<file path="config.mk">
export PLATFORM = sky130hd
export DESIGN_NAME = config_regfile
export DESIGN_NICKNAME = d
export VERILOG_FILES = /design/src/rtl/config_regfile.sv
export SDC_FILE = /design/constraint.sdc
export NUM_CORES = 1
export LEC_CHECK = 0
export ABC_AREA = 0
export ABC_CLOCK_PERIOD_IN_PS = 2700
export BUFFER_PORTS_ARGS = -buffer_cell sky130_fd_sc_hd__buf_2
export CAP_MARGIN = 20
export CORE_MARGIN = 3
export CORE_UTILIZATION = 59
export CTS_CLUSTER_SIZE = 12
export DETAILED_ROUTE_END_ITERATION = 10
export GPL_ROUTABILITY_DRIVEN = 0
export GPL_TIMING_DRIVEN = 0
export PLACE_DENSITY = 0.83
export SLEW_MARGIN = 20
export SYNTH_ARGS = -nofsm -noshare
export SYNTH_HDL_FRONTEND = slang
export SYNTH_SLANG_ARGS = --single-unit
</file>
<file path="constraint.sdc">
create_clock -name clk -period 2.7 [get_ports clk]
set_input_delay 0 -clock clk [delete_from_list [all_inputs] [get_ports clk]]
set_output_delay 0 -clock clk [all_outputs]
set_load 0.05 [all_outputs]
</file>
<file path="src/rtl/config_regfile.sv">
// UART-driven configuration register file: framed write/read/commit bytes feed shadow
// registers that transfer atomically to cfg_q on commit (deferred while stall_commit is high).
//
// state | meaning
// IDLE  | waiting for a header byte; COMMIT and READ headers are decoded here
// WDATA | collecting write data bytes LSB-first, idle timeout armed
// RDATA | emitting read-back bytes LSB-first under tx_ready handshake
module config_regfile #(
   parameter int                           NUM_REGS    = 4,
   parameter int                           DATA_W      = 4,
   parameter logic [NUM_REGS*DATA_W-1:0]   RESET_VALS  = {4'h1, 4'hF, 4'h0, 4'h0},
   parameter logic [NUM_REGS-1:0]          WP_MASK     = '0,
   parameter int                           TIMEOUT_CYC = 1000000
) (
   input  logic                         clk,
   input  logic                         rst_n,
   input  logic [7:0]                   rx_data,
   input  logic                         rx_valid,
   input  logic                         stall_commit,
   output logic [7:0]                   tx_data,
   output logic                         tx_valid,
   input  logic                         tx_ready,
   output logic [NUM_REGS*DATA_W-1:0]   cfg_q,
   output logic                         commit_pulse,
   output logic                         cmd_err,
   output logic                         busy
);
   localparam int NB = (DATA_W + 7) / 8;
   localparam int SW = NB * 8;
   localparam int TW = $clog2(TIMEOUT_CYC + 1);
   localparam logic [15:0] WP_EXT = 16'(WP_MASK);

   typedef enum logic [1:0] {IDLE = 2'd0, WDATA = 2'd1, RDATA = 2'd2} state_t;

   state_t                      state;
   logic [3:0]                  idx_q;
   logic [2:0]                  cnt;
   logic [SW-1:0]               staging;
   logic [TW-1:0]               tmo;
   logic                        pending;
   logic [DATA_W-1:0]           shadow      [NUM_REGS];
   logic [DATA_W-1:0]           shadow_next [NUM_REGS];
   logic [NUM_REGS*DATA_W-1:0]  cfg_next;
   logic [SW-1:0]               stage_full;
   logic [SW-1:0]               rd_vec;
   logic [7:0]                  rd_hdr;
   logic [7:0]                  rd_next;
   logic                        idx_ok;
   logic                        hdr_idx_ok;
   logic                        last_byte;
   logic                        wr_ok;
   logic                        commit_hdr;
   logic                        commit_now;

   assign idx_ok     = ({1'b0, idx_q} < 5'(NUM_REGS));
   assign hdr_idx_ok = ({1'b0, rx_data[3:0]} < 5'(NUM_REGS));
   assign last_byte  = (state == WDATA) && rx_valid && (cnt == 3'(NB - 1));
   assign wr_ok      = last_byte && idx_ok && !WP_EXT[idx_q];
   assign commit_hdr = (state == IDLE) && rx_valid && (rx_data[7:4] == 4'h3);
   assign commit_now = (pending || commit_hdr) && !stall_commit;
   assign busy       = (state != IDLE) || pending;

   always_comb begin
      rd_vec     = '0;
      rd_hdr     = '0;
      rd_next    = '0;
      stage_full = staging;
      for (int i = 0; i < NUM_REGS; i++) begin
         if (idx_q == 4'(i))        rd_vec = SW'(shadow[i]);
         if (rx_data[3:0] == 4'(i)) rd_hdr = 8'(shadow[i]);
      end
      for (int b = 0; b < NB; b++) begin
         if (cnt + 3'd1 == 3'(b)) rd_next = rd_vec[b*8 +: 8];
         if (cnt == 3'(b))        stage_full[b*8 +: 8] = rx_data;
      end
   end

   // the commit snapshot is taken from shadow_next so a same-cycle write is included
   always_comb begin
      cfg_next = '0;
      for (int i = 0; i < NUM_REGS; i++) begin
         shadow_next[i] = shadow[i];
         if (wr_ok && idx_q == 4'(i)) shadow_next[i] = stage_full[DATA_W-1:0];
         cfg_next[i*DATA_W +: DATA_W] = shadow_next[i];
      end
   end

   always_ff @(posedge clk or negedge rst_n) begin
      if (!rst_n) begin
         state        <= IDLE;
         idx_q        <= '0;
         cnt          <= '0;
         staging      <= '0;
         tmo          <= '0;
         pending      <= 1'b0;
         commit_pulse <= 1'b0;
         cmd_err      <= 1'b0;
         tx_data      <= '0;
         tx_valid     <= 1'b0;
         cfg_q        <= RESET_VALS;
         for (int i = 0; i < NUM_REGS; i++) shadow[i] <= RESET_VALS[i*DATA_W +: DATA_W];
      end else begin
         commit_pulse <= 1'b0;
         cmd_err      <= 1'b0;
         for (int i = 0; i < NUM_REGS; i++) shadow[i] <= shadow_next[i];
         if (commit_now) begin
            cfg_q        <= cfg_next;
            commit_pulse <= 1'b1;
            pending      <= 1'b0;
         end else if (commit_hdr) begin
            pending <= 1'b1;
         end
         case (state)
            IDLE: begin
               if (rx_valid) begin
                  case (rx_data[7:4])
                     4'h1: begin
                        state   <= WDATA;
                        idx_q   <= rx_data[3:0];
                        cnt     <= '0;
                        staging <= '0;
                        tmo     <= TW'(TIMEOUT_CYC - 1);
                     end
                     4'h2: begin
                        if (hdr_idx_ok) begin
                           state    <= RDATA;
                           idx_q    <= rx_data[3:0];
                           cnt      <= '0;
                           tx_valid <= 1'b1;
                           tx_data  <= rd_hdr;
                        end else begin
                           cmd_err <= 1'b1;
                        end
                     end
                     default: ;
                  endcase
               end
            end
            WDATA: begin
               if (rx_valid) begin
                  staging <= stage_full;
                  tmo     <= TW'(TIMEOUT_CYC - 1);
                  if (last_byte) begin
                     state <= IDLE;
                     if (!wr_ok) cmd_err <= 1'b1;
                  end else begin
                     cnt <= cnt + 3'd1;
                  end
               end else if (tmo == '0) begin
                  state   <= IDLE;
                  cmd_err <= 1'b1;
               end else begin
                  tmo <= tmo - TW'(1);
               end
            end
            RDATA: begin
               if (rx_valid) cmd_err <= 1'b1;
               if (tx_ready) begin
                  if (cnt == 3'(NB - 1)) begin
                     tx_valid <= 1'b0;
                     state    <= IDLE;
                  end else begin
                     cnt     <= cnt + 3'd1;
                     tx_data <= rd_next;
                  end
               end
            end
            default: state <= IDLE;
         endcase
      end
   end
endmodule

</file>
==> out/qor.csv <==
stage,metric,value,unit
detailed_routing,via count,2835,
floorplan,Starting Density,0.6331,
cts,H-tree depth,3,
power,Logic pwr share,0.437,
synthesis,synthesized area per cell,11.42,sq um
synthesis,synth warn,0,
global_routing,initial antenna violation count,0,
global_routing,first-pass GRT wire length,14410,um
synthesis,Yosys cell types,59,
sta,Slew HR,0.6315,
detailed_routing,"antenna viol nets, final",0,
synthesis,number of synthesized flops with an enable pin,0,
sta,worst hold slack,19.19,ps
global_routing,vias in the first global route,2939,
cts,Setup Buffers After CTS,0,
detailed_routing,DRC Markers,0,
detailed_routing,initial DRC count,138,
detailed_routing,first-pass iteration count of the detailed router,4,
floorplan,FP Rows,28,
floorplan,# IOs,41,
sta,Tcrit/Tclk final,0.9289,
sta,Final min period,2508,ps
global_routing,largest net degree at the start of global routing,51,
cts,TritonCTS Buffers,9,
floorplan,DIE AREA,0.007587,sq mm
cts,Bufs on Longest Clock Path,2,
layout,fin nets,416,
layout,Post-Layout Cell Count,474,
cts,Skew-Pair Late Insertion Delay,350,ps
power,Sw Share,0.4091,
hold_path,Hold Path Stages,2,
power,part of the power in registers,0.367,
sta,setup TNS,0,ps
detailed_routing,WL/cell,17.59,um
cts,Clock Sinks,73,
worst_setup_path,CP Max Fanout,9,
worst_setup_path,Startpoint Class,flip-flop,
cts,CTS Root Cell,clkbuf_8,
sta,Hold Fails Final Rpt,0,
place,Post-Place Cell Area,0.004192,sq mm
place,port bufs,35,
power,P_int,0.002564,W
cts,Worst-path clk slew,80,ps
layout,most frequent cells in the layout,"dfrtp_1, mux2_2, buf_2, nand2_1, nor2_1",
power,Power Density,972.6,mW/mm^2
layout,area grow syn2layout,14.96,%
worst_setup_path,crit path DAT,2750,ps
detailed_routing,WL final,8340,um
synthesis,Synth Instances,340,
sta,slew of the pin with the lowest slew margin,547.0,ps
synthesis,Syn Std Cell Area,0.003881,sq mm
global_routing,grt ovf,0,
worst_setup_path,Required @ worst endpoint,2940,ps
hold_path,HP Class,input port to flip-flop,
layout,final instance area,0.004462,sq mm
sta,RSZ-0062 raised after global routing,false,
floorplan,Die Span Y,87.11,um
synthesis,#FFs+latches synth,73,
place,placed insts,454,
place,hpwl dp,5894,um
worst_setup_path,Setup CP Type,flip-flop to flip-flop,
layout,Inserted Diodes,0,
synthesis,top_reg_cell synth,dfrtp_1,
layout,area of the multi-input gates,0.001941,sq mm
synthesis,"Seq/Total Area, Yosys",0.4739,
power,P_sw,0.001775,W
global_routing,GR Util All Layers,0.2454,
layout,share of post-route cells with drive strength above 1,0.3559,
sta,worst clock skew,8.984,ps
run_status,outcome,"complete, no violations",
detailed_routing,Via density,5.981,
power,"IR drop worst, VDD",0.0008008,V
layout,Storage cell area,0.001839,sq mm
worst_setup_path,worst r2r path cells,7,
floorplan,die span in x,87.11,um
cts,CTS tree,built,
synthesis,Synth async-reset ratio,1.000,
sta,Setup Viol. Count Final,0,
power,P_leak,1.973,nW
layout,# fillers,419,
sta,Final Slew Violations,0,
run,Max-Cap Viols,0,
power,total power,0.004340,W
worst_setup_path,Reg2Reg Setup Slack,190,ps
sta,FMAX,398.7,MHz
power,Clk pwr share,0.197,
floorplan,core outline area,0.006131,sq mm
worst_setup_path,Setup crit end kind,flip-flop,
layout,"commonest non-fill, non-tap cell in the layout",dfrtp_1,
routing by layer:
layer | part of all wire | vias up | wire length (um) | track usage
li1 | - | 1339 | - | -
met1 | 0.43 | 1420 | 3545 | 0.3143
met2 | 0.52 | 61 | 4314 | 0.4127
met3 | 0.041 | 15 | 342 | 0.05109
met4 | 0.017 | 0 | 138 | 0.08787
met5 | 0 | - | 0 | 0
state kept, by name (all words and copies together) (netlist names):
register      flops
tmo              20
shadow           16
idx_q             4
commit_pulse      1
cmd_err           1
state             2
tx_data           4
staging           4
cfg_q            16
cnt               3
tx_valid          1
pending           1
layout make-up:
class	instances	share of cell area
Inverter	17	0.01430
Tap cell	75	0.02103
Multi-Input combinational cell	236	0.4349
Timing Repair Buffer	40	0.05496
Clock buffer	10	0.03085
Sequential cell	73	0.4122
Clock inverter	6	0.01290
Buffer	17	0.01879
power groups by stage:
stage | registers [W] | clock network (W) | logic (W)
3_5_place_dp | 0.00160 | 0 | 0.00187
2_1_floorplan | 0.00185 | 0 | 0.00117
4_1_cts | 0.00159 | 0.000867 | 0.00189
5_1_grt | 0.00162 | 0.000919 | 0.00208
3_3_place_gp | 0.00158 | 0 | 0.00180
6_report | 0.00159 | 0.000854 | 0.00189
repair_timing:
item | 4_1_cts | 5_1_grt
pin swaps | 0 | 0
endpoints found under the setup margin | 9 | 12
cloned | 0 | 0
endpoints found under the hold margin | 66 | 0
hold buffers | 4 | 0
gates resized for setup | 2 | 4
synth_stat cells, types with 3 or more instances:
library cell | count | area, sq um
nand2_1 | 24 | 90.09
o21a_1 | 3 | 22.52
dfrtp_1 | 63 | 1577
nor3b_1 | 3 | 22.52
nand2b_1 | 5 | 31.28
nand3b_1 | 4 | 30.03
a31oi_1 | 4 | 25.02
clkbuf_1 | 8 | 30.03
xor2_1 | 9 | 78.83
inv_1 | 17 | 63.81
nor2_1 | 19 | 71.32
a21oi_1 | 5 | 25.02
mux4_2 | 5 | 112.6
nor2b_1 | 3 | 18.77
ha_1 | 9 | 112.6
o211ai_1 | 4 | 30.03
o21ai_0 | 10 | 50.05
or3_1 | 5 | 31.28
nor3_1 | 9 | 45.04
dfstp_2 | 10 | 262.8
mux2i_1 | 5 | 50.05
buf_2 | 4 | 20.02
nand3_1 | 6 | 30.03
nand4_1 | 5 | 31.28
nor4_1 | 5 | 31.28
o22ai_1 | 6 | 37.54
mux2_2 | 49 | 551.8
buf_4 | 4 | 30.03
worst paths after layout:
kind | from | to
min | rx_data[1] | idx_q[1]$_DFFE_PN0P_
max in group asynchronous | rst_n | cfg_q[11]$_DFFE_PN1P_
max | tmo[0]$_DFFE_PN0P_ | state[0]$_DFFE_PN0P_
min reg2reg | staging[3]$_DFFE_PN0P_ | staging[3]$_DFFE_PN0P_
max reg2reg | tmo[0]$_DFFE_PN0P_ | state[0]$_DFFE_PN0P_
min in group asynchronous | rst_n | tx_valid$_DFFE_PN0P_
cell families after synthesis:
group | synth area share
multiplexers | 0.1879
AO/OA/AOI/OAI | 0.09510
other | 0.0009662
adder cells (fa/ha/maj) | 0.02901
flip-flops | 0.4739
buffers and inverters | 0.03804
XOR/XNOR | 0.02257
AND/OR/NAND/NOR | 0.1525
worst max-delay path, stage by stage (launching register included):
cell       delay, ps
dfrtp_1          400
inv_1             60
ha_1             240
nor4b_4          330
nand4_4          230
o311a_4          380
a2111oi_4        420
mux2_4           330
stage by stage:
step | utilization | setup WS (ps)
3_5_place_dp | 0.6837 | -16.33
5_1_grt | 0.7278 | 27.00
6_report | 0.7278 | 191.9
3_3_place_gp | 0.6788 | 26.92
2_1_floorplan | - | 396.2
4_1_cts | 0.7233 | 36.28
(Power assumes the default switching activity.)
